`src/rtl/apb_initiator_pkg.sv`:
```
// Shared definitions for the APB initiator: FSM encoding and timeout defaults.
package apb_initiator_pkg;

    typedef enum logic [1:0] {
        IDLE   = 2'd0,
        SETUP  = 2'd1,
        ACCESS = 2'd2,
        RESP   = 2'd3
    } apb_state_e;

    localparam int unsigned TIMEOUT_CYCLES_DEF = 255;
    localparam int          CNT_W              = 10;

endpackage

```
`src/rtl/apb_timeout_cnt.sv`:
```
// ACCESS-phase cycle counter; expired flags the last permitted ACCESS cycle.
module apb_timeout_cnt
    import apb_initiator_pkg::*;
#(
    parameter int unsigned LIMIT = TIMEOUT_CYCLES_DEF
) (
    input  logic clock,
    input  logic rst_n,
    input  logic clear,
    input  logic enable,
    output logic expired
);

    localparam logic [CNT_W-1:0] LIMIT_M1 = CNT_W'(LIMIT - 1);

    logic [CNT_W-1:0] cnt_q;
    logic [CNT_W-1:0] cnt_d;

    // Saturates at the terminal count so a stuck enable can never wrap.
    always_comb begin
        cnt_d = cnt_q;
        if (clear) begin
            cnt_d = '0;
        end else if (enable && (cnt_q != LIMIT_M1)) begin
            cnt_d = cnt_q + 1'b1;
        end
    end

    always_ff @(posedge clock or negedge rst_n) begin
        if (!rst_n) begin
            cnt_q <= '0;
        end else begin
            cnt_q <= cnt_d;
        end
    end

    assign expired = enable && (cnt_q == LIMIT_M1);

endmodule

```
`src/rtl/apb_initiator.sv`:
```
// Single-outstanding APB initiator: host request in, one-cycle response pulse out,
// with an ACCESS-phase timeout that reports rsp_err.
module apb_initiator
    import apb_initiator_pkg::*;
#(
    parameter int unsigned TIMEOUT_CYCLES = TIMEOUT_CYCLES_DEF
) (
    input  logic        clock,
    input  logic        rst_n,
    input  logic        req_valid,
    output logic        req_ready,
    input  logic        req_write,
    input  logic [31:0] req_addr,
    input  logic [31:0] req_wdata,
    input  logic [3:0]  req_strb,
    output logic        rsp_valid,
    output logic [31:0] rsp_rdata,
    output logic        rsp_err,
    output logic [31:0] apb_addr,
    output logic        apb_sel,
    output logic        apb_write,
    output logic        apb_ena,
    output logic [31:0] apb_wdata,
    output logic [3:0]  apb_pstb,
    input  logic [31:0] apb_rdata,
    input  logic        apb_rready
);

    apb_state_e  state_q;
    logic        ready_q, sel_q, ena_q, write_q, rsp_valid_q, rsp_err_q;
    logic [31:0] addr_q, wdata_q, rsp_rdata_q;
    logic [3:0]  pstb_q;
    logic        cnt_clear, cnt_en, expired;

    assign cnt_clear = (state_q == SETUP);
    assign cnt_en    = (state_q == ACCESS);

    apb_timeout_cnt #(
        .LIMIT(TIMEOUT_CYCLES)
    ) u_timeout_cnt (
        .clock  (clock),
        .rst_n  (rst_n),
        .clear  (cnt_clear),
        .enable (cnt_en),
        .expired(expired)
    );

    always_ff @(posedge clock or negedge rst_n) begin
        if (!rst_n) begin
            state_q     <= IDLE;
            ready_q     <= 1'b1;
            sel_q       <= 1'b0;
            ena_q       <= 1'b0;
            write_q     <= 1'b0;
            addr_q      <= '0;
            wdata_q     <= '0;
            pstb_q      <= '0;
            rsp_valid_q <= 1'b0;
            rsp_err_q   <= 1'b0;
            rsp_rdata_q <= '0;
        end else begin
            case (state_q)
                IDLE: begin
                    if (req_valid) begin
                        state_q <= SETUP;
                        ready_q <= 1'b0;
                        sel_q   <= 1'b1;
                        write_q <= req_write;
                        addr_q  <= req_addr;
                        wdata_q <= req_wdata;
                        pstb_q  <= req_write ? req_strb : 4'b0000;
                    end
                end
                SETUP: begin
                    state_q <= ACCESS;
                    ena_q   <= 1'b1;
                end
                ACCESS: begin
                    // A ready on the final counted cycle still completes normally.
                    if (apb_rready || expired) begin
                        state_q     <= RESP;
                        sel_q       <= 1'b0;
                        ena_q       <= 1'b0;
                        rsp_valid_q <= 1'b1;
                        rsp_err_q   <= ~apb_rready;
                        rsp_rdata_q <= (apb_rready && !write_q) ? apb_rdata : 32'h0000_0000;
                    end
                end
                RESP: begin
                    state_q     <= IDLE;
                    ready_q     <= 1'b1;
                    rsp_valid_q <= 1'b0;
                end
                default: state_q <= IDLE;
            endcase
        end
    end

    assign req_ready = ready_q;
    assign apb_sel   = sel_q;
    assign apb_ena   = ena_q;
    assign apb_write = write_q;
    assign apb_addr  = addr_q;
    assign apb_wdata = wdata_q;
    assign apb_pstb  = pstb_q;
    assign rsp_valid = rsp_valid_q;
    assign rsp_err   = rsp_err_q;
    assign rsp_rdata = rsp_rdata_q;

endmodule

```
`config.mk`:
```
export PLATFORM = sky130hd
export DESIGN_NAME = apb_initiator
export DESIGN_NICKNAME = d
export VERILOG_FILES = /design/src/rtl/apb_initiator_pkg.sv /design/src/rtl/apb_timeout_cnt.sv /design/src/rtl/apb_initiator.sv
export SDC_FILE = /design/constraint.sdc
export NUM_CORES = 1
export LEC_CHECK = 0
export ABC_AREA = 1
export BUFFER_PORTS_ARGS = -buffer_cell sky130_fd_sc_hd__buf_4
export CAP_MARGIN = 5
export CORE_ASPECT_RATIO = 0.5
export CORE_MARGIN = 2
export CORE_UTILIZATION = 48
export DETAILED_ROUTE_END_ITERATION = 10
export HOLD_SLACK_MARGIN = 0.15
export PLACE_DENSITY = 0.91
export SYNTH_ARGS = -nofsm -noshare
export SYNTH_HDL_FRONTEND = slang
export SYNTH_SLANG_ARGS = --single-unit
```
`constraint.sdc`:
```
create_clock -name clock -period 1.71 [get_ports clock]
set_input_delay 0.0855 -clock clock [delete_from_list [all_inputs] [get_ports clock]]
set_output_delay 0.0855 -clock clock [all_outputs]
set_load 0.1 [all_outputs]
```
======== Word-level counts from Yosys, hierarchy flattened ========
Index checks and enable logic that the tools add are counted.
word-level totals
  output and inout port bits .............. 106
  input bits .............................. 105
  register bits after elaboration ......... 118
  word-level logic and storage cells ...... 54
cells by class
  muxes and demuxes ....................... 15
  bitwise gates (word level) .............. 1
  add/sub/neg operators ................... 1
  equal/unequal tests ..................... 7
  reduce and logical (&&, ||, !) cells .... 18
operators with widths
  operator                                                           count
  32-bit two-way mux                                                 1
  10-bit two-way mux                                                 2
  2-bit AND reduction                                                6
  10-bit by 1-bit adder with 10-bit output (second input constant)   1
  10-bit by 8-bit == test with 1-bit output (second input constant)  1
  10-bit by 8-bit != test with 1-bit output (second input constant)  1
  2-bit nonzero test                                                 5
  1-bit one-hot mux with 2 select lines                              4
  2-bit one-hot mux with 4 select lines                              1
  2-bit == test (second input constant)                              2
  1-bit two-way mux                                                  4
  2-bit two-way mux                                                  2
  4-bit two-way mux                                                  1
  2-bit != test (second input constant)                              2
  1-bit logical AND                                                  3
  3-bit AND reduction                                                1
  2-bit by 1-bit == test with 1-bit output (second input constant)   1
  2-bit zero test                                                    1
  1-bit zero test                                                    1
  1-bit logical OR                                                   1
  1-bit NOT                                                          1

======== Longest topological paths before layout ========
Gate-level depths: netlist (run 1).
  word-level depth ........................ 5
  gate-level depth with buffers ........... 10
  depth with buffers taken out ............ 10

======== Hierarchy ========
From an unflattened synthesis (run 1), not the netlist that was laid out.
unflattened totals
  cells, all modules ...................... 569
  area, all modules ....................... 4963.5 um^2
by module, submodules not included
  module           area an instance (um^2)  sequential area each (um^2)  times used  cells each
  apb_initiator    4315.4                   2703.8                       1           478
  apb_timeout_cnt  648.1                    250.2                        1           91

======== Worst setup path before layout (run 1) ========
Ideal clock, no wire load.
  path type ............................... register -> register
  start ................................... register write_q (netlist: apb_write)
  end ..................................... register rsp_rdata_q[10] (netlist: rsp_rdata[10])
  clock period less this slack ............ 1.617 ns
  path slack .............................. 0.093 ns
  library setup time ...................... 0.123 ns
  arrival ................................. 1.494 ns
  buffers on the path ..................... 1
  data required time ...................... 1.587 ns
  cell stages (with the launch flop) ...... 5
  path through ............................ dfrtp_1 -> inv_1 -> clkbuf_1 -> nand4_1 -> nand2_1
between the ends
  longest elaborated chain between the ends .. 3
ends and longest elaborated chain
  what                    RTL line             source
  start, declared         apb_initiator.sv:30  logic ready_q, sel_q, ena_q, write_q, rsp_valid_q, rsp_err_q;
  start signal, assigned  apb_initiator.sv:68  write_q <= req_write;
  1-bit zero test         apb_initiator.sv:86  rsp_rdata_q <= (apb_rready && !write_q) ? apb_rdata : 32'h0000_0000;
  1-bit logical AND       apb_initiator.sv:86
  32-bit two-way mux      apb_initiator.sv:86
  end signal, assigned    apb_initiator.sv:86
  end, declared           apb_initiator.sv:31  logic [31:0] addr_q, wdata_q, rsp_rdata_q;
Every way passes these cells.
A chain may end at the register's enable or synchronous reset.

======== Worst setup path in the final report (run 1) ========
  start ................................... register state_q[0]
  end ..................................... register rsp_rdata_q[11] (netlist: rsp_rdata[11])
between the ends
  longest elaborated chain between the ends .. 4
ends and longest elaborated chain
  what                                      RTL line                                  source
  start, declared                           apb_initiator.sv:29                       apb_state_e state_q;
  start signal, assigned                    apb_initiator.sv:50                       state_q <= IDLE;
  start signal, assigned                    apb_initiator.sv:65                       state_q <= SETUP;
  start signal, assigned                    apb_initiator.sv:75                       state_q <= ACCESS;
  2-bit == test (*)                         apb_initiator.sv:36, apb_initiator.sv:62
  1-bit logical AND                         apb_timeout_cnt.sv:37                     assign expired = enable && (cnt_q == LIMIT_M1);
  1-bit logical OR                          apb_initiator.sv:80                       if (apb_rready || expired) begin
  2-bit AND reduction (no source line) (*)  --
Mark *: on every way between the ends. The rest lies on a longest branch, timed or not.

==> metrics.txt, run 1 <==
status finished, final reports clean; final worst path period need 1.60 ns; maximum fanout along the worst path 25; register area share after synthesis 0.588; nets 1003; Slew @ Worst Pin 0.407 ns; slowest stage delay, CP 0.41 ns; period utilization 0.937; final RePlAce weighted congestion 0.816; Synth Warn # 0; 1st-iter DRT viols 382; initial antenna violation count 0; Synth Area in Simple Gates 0.317; die height 76.3 um; Total GRT Usage 0.330; flops & latches, synth 118; CTS tree yes; Final HPWL DP 9.66 mm; Ports 211; startpoint types flip-flop; syn_nets 684; worst skew pair latency 0.41 ns; worst path bufs/invs 2; Mapped Cells 572; Crit path max-delay family flip-flops; mux contribution to synthesized area 0; Crit Path Category flip-flop to flip-flop; max cap viols 0; clk sinks 118; Rows 26; achievable clock frequency 0.624 GHz; RSZ-0062 raised after global routing no; Die X 149 um; Setup crit end kind flip-flop; htree depth 4; Critical Path RT 1.99 ns; final wirelength 18.1 mm; die area 11300 um2; ANT cells 0; CTS clk-pin slew, worst paths 0.06 ns; DR vias 5522; Core ar. 10200 um2; Synth Area in Adders 0.0174; vias in the first global route 5841; Post-Syn Area 5020 um2; most common cell after layout, fill and taps aside nand2_1; router iterations before antenna repair 5; Avg Inst Size Synth 8.78 um2; final hold violations 0; grt total ovfl 0; fraction of layout cells with a size suffix above 1 0.311; PortBufs 210; ANT nets after route 0; Layout Area Growth over Synthesis 69.6%; Clk Tree Root Cell clkbuf_16; most frequent CP cell nand2_1; first-pass GRT wire length 29.1 mm; CTS Buf Count 17; largest family of logic cells by synthesized area simple AND/OR/NAND/NOR gates; drc violations 0; CP Cell Sequence inv_1 -> ha_2 -> nand2_1 -> buf_4 -> nand3_1 -> nand2_1; Setup Skew 0.0140 ns; WP data arrival 1.89 ns; Critical-path top delay cell dfrtp_1; deepest clock path buffer count 2; post-synth cell types 28; pin count of the biggest net entering global routing 53; main flop type after synthesis dfrtp_1; Synth Area in Compound Gates 0.0204; commonest non-fill, non-tap cells in the layout 265 x nand2_1, 223 x buf_4, 116 x dfrtp_1; async set-or-reset flop fraction in the synthesized netlist 1.00; via/cell ratio 5.29; min-delay worst type primary input to async pin; slew margin rel. 0.728; xor and xnor area share after synthesis 0.00523; number of synthesized flops with an enable pin 0; final slew viol count 0; Setup-failing EPs final 0; final total negative setup slack 0 ns; drt wl/cell 17.4 um; initial core utilization 0.493
==> final cells by class <==
class,count,area (um2)
clock buffer,17,425
tap,140,175
timing repair buffer,332,2820
sequential,118,2960
multi-input combinational,396,1820
fill,496,1670
clock inverter,14,225
inverter,26,103
==> worst paths after layout <==
kind	start	endpoint	slack (ns)	depth (start not counted)
max in group asynchronous	rst_n	u_timeout_cnt.cnt_q[1]	0.97	3
setup reg to reg	state_q[0]	rsp_rdata[11]	0.11	6
hold / removal	rst_n	apb_addr[9]	0.16	2
min in group clock	req_wdata[27]	apb_wdata[27]	0.42	4
hold reg to reg	apb_addr[13]	apb_addr[13]	0.49	2
setup / recovery	state_q[0]	rsp_rdata[11]	0.11	6
==> per-layer routing <==
layer,up-vias,GRT usage,share of wire
li1,2471,-,-
met1,2629,0.360,0.37
met2,315,0.578,0.51
met3,107,0.0862,0.064
met4,0,0.208,0.061
met5,-,0,0
==> logic make-up (layout without fill, tap and decap cells) <==
kind of cell / count (synthesis) / after routing
AOI/OAI and AO/OA: 17 / 17
xor gates and xnor gates: 3 / 3
adders and majority gates: 7 / 7
buffers and inverters: 58 / 389
DFF: 118 / 118
and+or+nand+nor: 369 / 369
==> flip-flops by register name, summed over array words and instances, names as in the netlist <==
register,flops
apb_wdata,32
u_timeout_cnt.cnt_q,10
rsp_valid,1
apb_write,1
state_q,2
rsp_err,1
req_ready,1
apb_ena,1
apb_addr,32
rsp_rdata,32
apb_pstb,4
apb_sel,1
==> through the flow <==
step           worst slack (ns)  cells  hold slack (ns)  utilization  area (um2)
6_report                  0.109   1043            0.159        0.836        8520
5_1_grt                  0.0165   1043            0.186        0.836        8520
4_1_cts                  0.0428   1040            0.170        0.833        8490
3_5_place_dp             0.0550    905           0.0508        0.667        6790
3_3_place_gp              0.170    905           0.0445        0.667        6790
2_1_floorplan            0.0926    572           -0.210            -        5020
==> synthesized netlist by cell type, types with 2 or more instances <==
master | count | share of area
nand2_2 | 4 | 0.0050
buf_6 | 3 | 0.0067
clkbuf_1 | 17 | 0.013
xor2_1 | 2 | 0.0035
inv_1 | 24 | 0.018
o21ai_1 | 2 | 0.0020
dfrtp_1 | 117 | 0.58
nand4_1 | 37 | 0.046
buf_2 | 12 | 0.012
nand3_1 | 44 | 0.044
nor2_2 | 3 | 0.0037
o21ai_0 | 10 | 0.010
nor2_1 | 10 | 0.0075
o21ai_2 | 2 | 0.0035
ha_1 | 7 | 0.017
nand2_1 | 266 | 0.20
==> timing repair <==
item	in CTS	in global routing
setup buffers	0	3
endpoints found under the hold margin	221	0
resized for setup	0	3
endpoints found under the setup margin	0	37
hold buffers	104	0
Power of run 1 is left out: the tool's default activity adds up to more than one toggle a clock period on the data nets, which glitch-free logic cannot reach.
==> run 2: changes to the inputs <==
--- a/config.mk
+++ b/config.mk
@@ -6,14 +6,14 @@
 export NUM_CORES = 1
 export LEC_CHECK = 0
 export ABC_AREA = 1
-export BUFFER_PORTS_ARGS = -buffer_cell sky130_fd_sc_hd__buf_4
 export CAP_MARGIN = 5
 export CORE_ASPECT_RATIO = 0.5
 export CORE_MARGIN = 2
-export CORE_UTILIZATION = 48
+export CORE_UTILIZATION = 55
 export DETAILED_ROUTE_END_ITERATION = 10
+export DONT_BUFFER_PORTS = 1
 export HOLD_SLACK_MARGIN = 0.15
-export PLACE_DENSITY = 0.91
+export PLACE_DENSITY = 0.81
 export SYNTH_ARGS = -nofsm -noshare
 export SYNTH_HDL_FRONTEND = slang
 export SYNTH_SLANG_ARGS = --single-unit
==> run 2 against run 1 <==
Net effect:
- the flow now finishes with violations (hold timing)
- first-iteration DRC count rose by 46%
- critical path depth rose by 3
- flip-flop and latch count did not move
- hold slack got worse by 0.80 ns
==> metrics.txt, run 2 (synthesis gave the netlist of run 1 again) <==
status finished, violations left; violated checks hold timing; startpoint types flip-flop; deepest clock path buffer count 2 (unchanged); Critical Path RT 2.06 ns (+0.07 ns); final RePlAce weighted congestion 0.788 (-3.5%); PortBufs 0 (-100%); Clk Tree Root Cell clkbuf_16; RSZ-0062 raised after global routing no; min-delay worst type primary input to async pin; Ports 211 (unchanged); htree depth 4 (unchanged); first-pass GRT wire length 28.5 mm (-2.2%); WP data arrival 1.98 ns (+0.09 ns); router iterations before antenna repair 6 (+1); Setup crit end kind flip-flop; Setup-failing EPs final 0 (unchanged); Layout Area Growth over Synthesis 53.6%; max cap viols 0 (unchanged); final wirelength 18.4 mm (+1.2%); Final HPWL DP 8.18 mm (-15%); CTS clk-pin slew, worst paths 0.06 ns (about the same); CTS tree yes; Rows 24 (-7.7%); initial core utilization 0.571 (+0.0776); Hold WS -0.639 ns (-0.798 ns); Core ar. 8800 um2 (-14%); final slew viol count 0 (unchanged); Crit Path Category flip-flop to flip-flop; nets 896 (-11%); Total GRT Usage 0.372 (+0.0414); maximum fanout along the worst path 26 (+4.0%); final total negative setup slack 0 ns (unchanged); period utilization 0.954 (+0.0176); slew margin rel. 0.758 (+0.0293); Die X 139 um (-6.4%); ANT cells 0 (unchanged); worst skew pair latency 0.42 ns (about the same); vias in the first global route 5466 (-6.4%); pin count of the biggest net entering global routing 119 (+120%); commonest non-fill, non-tap cells in the layout 265 x nand2_1, 116 x dfrtp_1, 115 x buf_4; clk sinks 118 (unchanged); fraction of layout cells with a size suffix above 1 0.222 (-0.0891); via/cell ratio 5.79 (+9.3%); drc violations 0 (unchanged); initial antenna violation count 0 (unchanged); Post-CTS Setup Bufs 0 (unchanged); achievable clock frequency 0.613 GHz (-1.8%); Slew @ Worst Pin 0.363 ns (-0.0440 ns); final hold violations 118 (+118); most common cell after layout, fill and taps aside nand2_1; die area 9960 um2 (-12%); final worst path period need 1.63 ns (+0.0301 ns); ANT nets after route 0 (unchanged); die height 71.6 um (-6.2%); drt wl/cell 20.1 um (+15%); Setup Skew 0.00894 ns (-0.00510 ns); 1st-iter DRT viols 558 (+46%); CTS Buf Count 17 (unchanged); DR vias 5291 (-4.2%); grt total ovfl 0 (unchanged)
run 2: changes by cell type in the layout (fill, tap and decap cells not counted), sizes merged:
cell and delta:
inv -1, clkbuf +3, buf -108
run 2: per-layer routing:
| metal | GRT usage | routed length, um |
|---|---|---|
| met4 | 0.247 | 1080 |
| met5 | 0 | 0 |
| met1 | 0.419 | 6500 |
| met2 | 0.651 | 9220 |
| met3 | 0.0869 | 1560 |
run 2: timing repair:
| item | 4_1_cts | 5_1_grt |
|---|---|---|
| setup endpoints to repair | 1 | 5 |
| hold buffers | 103 | 2 |
| gates cloned | 0 | 1 |
| gates resized for setup | 1 | 6 |
| endpoints found under the hold margin | 225 | 151 |
run 2: critical path, cell delays in order, from the launching register on:
cell and delay, ns:
dfrtp_1 0.43, inv_1 0.18, ha_2 0.25, nand2_2 0.11, inv_2 0.14, buf_12 0.19, nand2_1 0.10, nand2_1 0.07
nand2_1 0.05, inv_1 0.05
run 2: final timing paths:
check / startpoint / to / slack [ns] / cells past startpoint
worst max-delay path: state_q[0] / apb_sel / 0.08 / 9
worst min-delay path: rst_n / apb_wdata[14] / -0.64 / 0
worst max register to register: state_q[0] / apb_sel / 0.08 / 9
worst min register to register: apb_wdata[19] / apb_wdata[19] / 0.49 / 2
max in group asynchronous: rst_n / req_ready / 2.13 / 0
min in group clock: req_addr[8] / apb_addr[8] / 0.33 / 3
run 2: layout make-up:
class	count	area, um2
inverters	26	103
multi-input cells	396	1830
repair buffers	225	2020
clock inverters	13	201
well taps	117	146
fillers	369	1090
clock buffers	19	453
flip-flops and latches	118	2960
run 2: through the flow:
step	cell area (um2)	instances	utilization	worst slack (ns)
2_1_floorplan	5020	572	-	0.0926
3_3_place_gp	5940	776	0.676	0.151
3_5_place_dp	5940	776	0.676	0.0522
4_1_cts	7630	911	0.867	0.0660
5_1_grt	7710	914	0.877	0.0108
6_report	7710	914	0.877	0.0785
Power of run 2 is left out for the same reason.
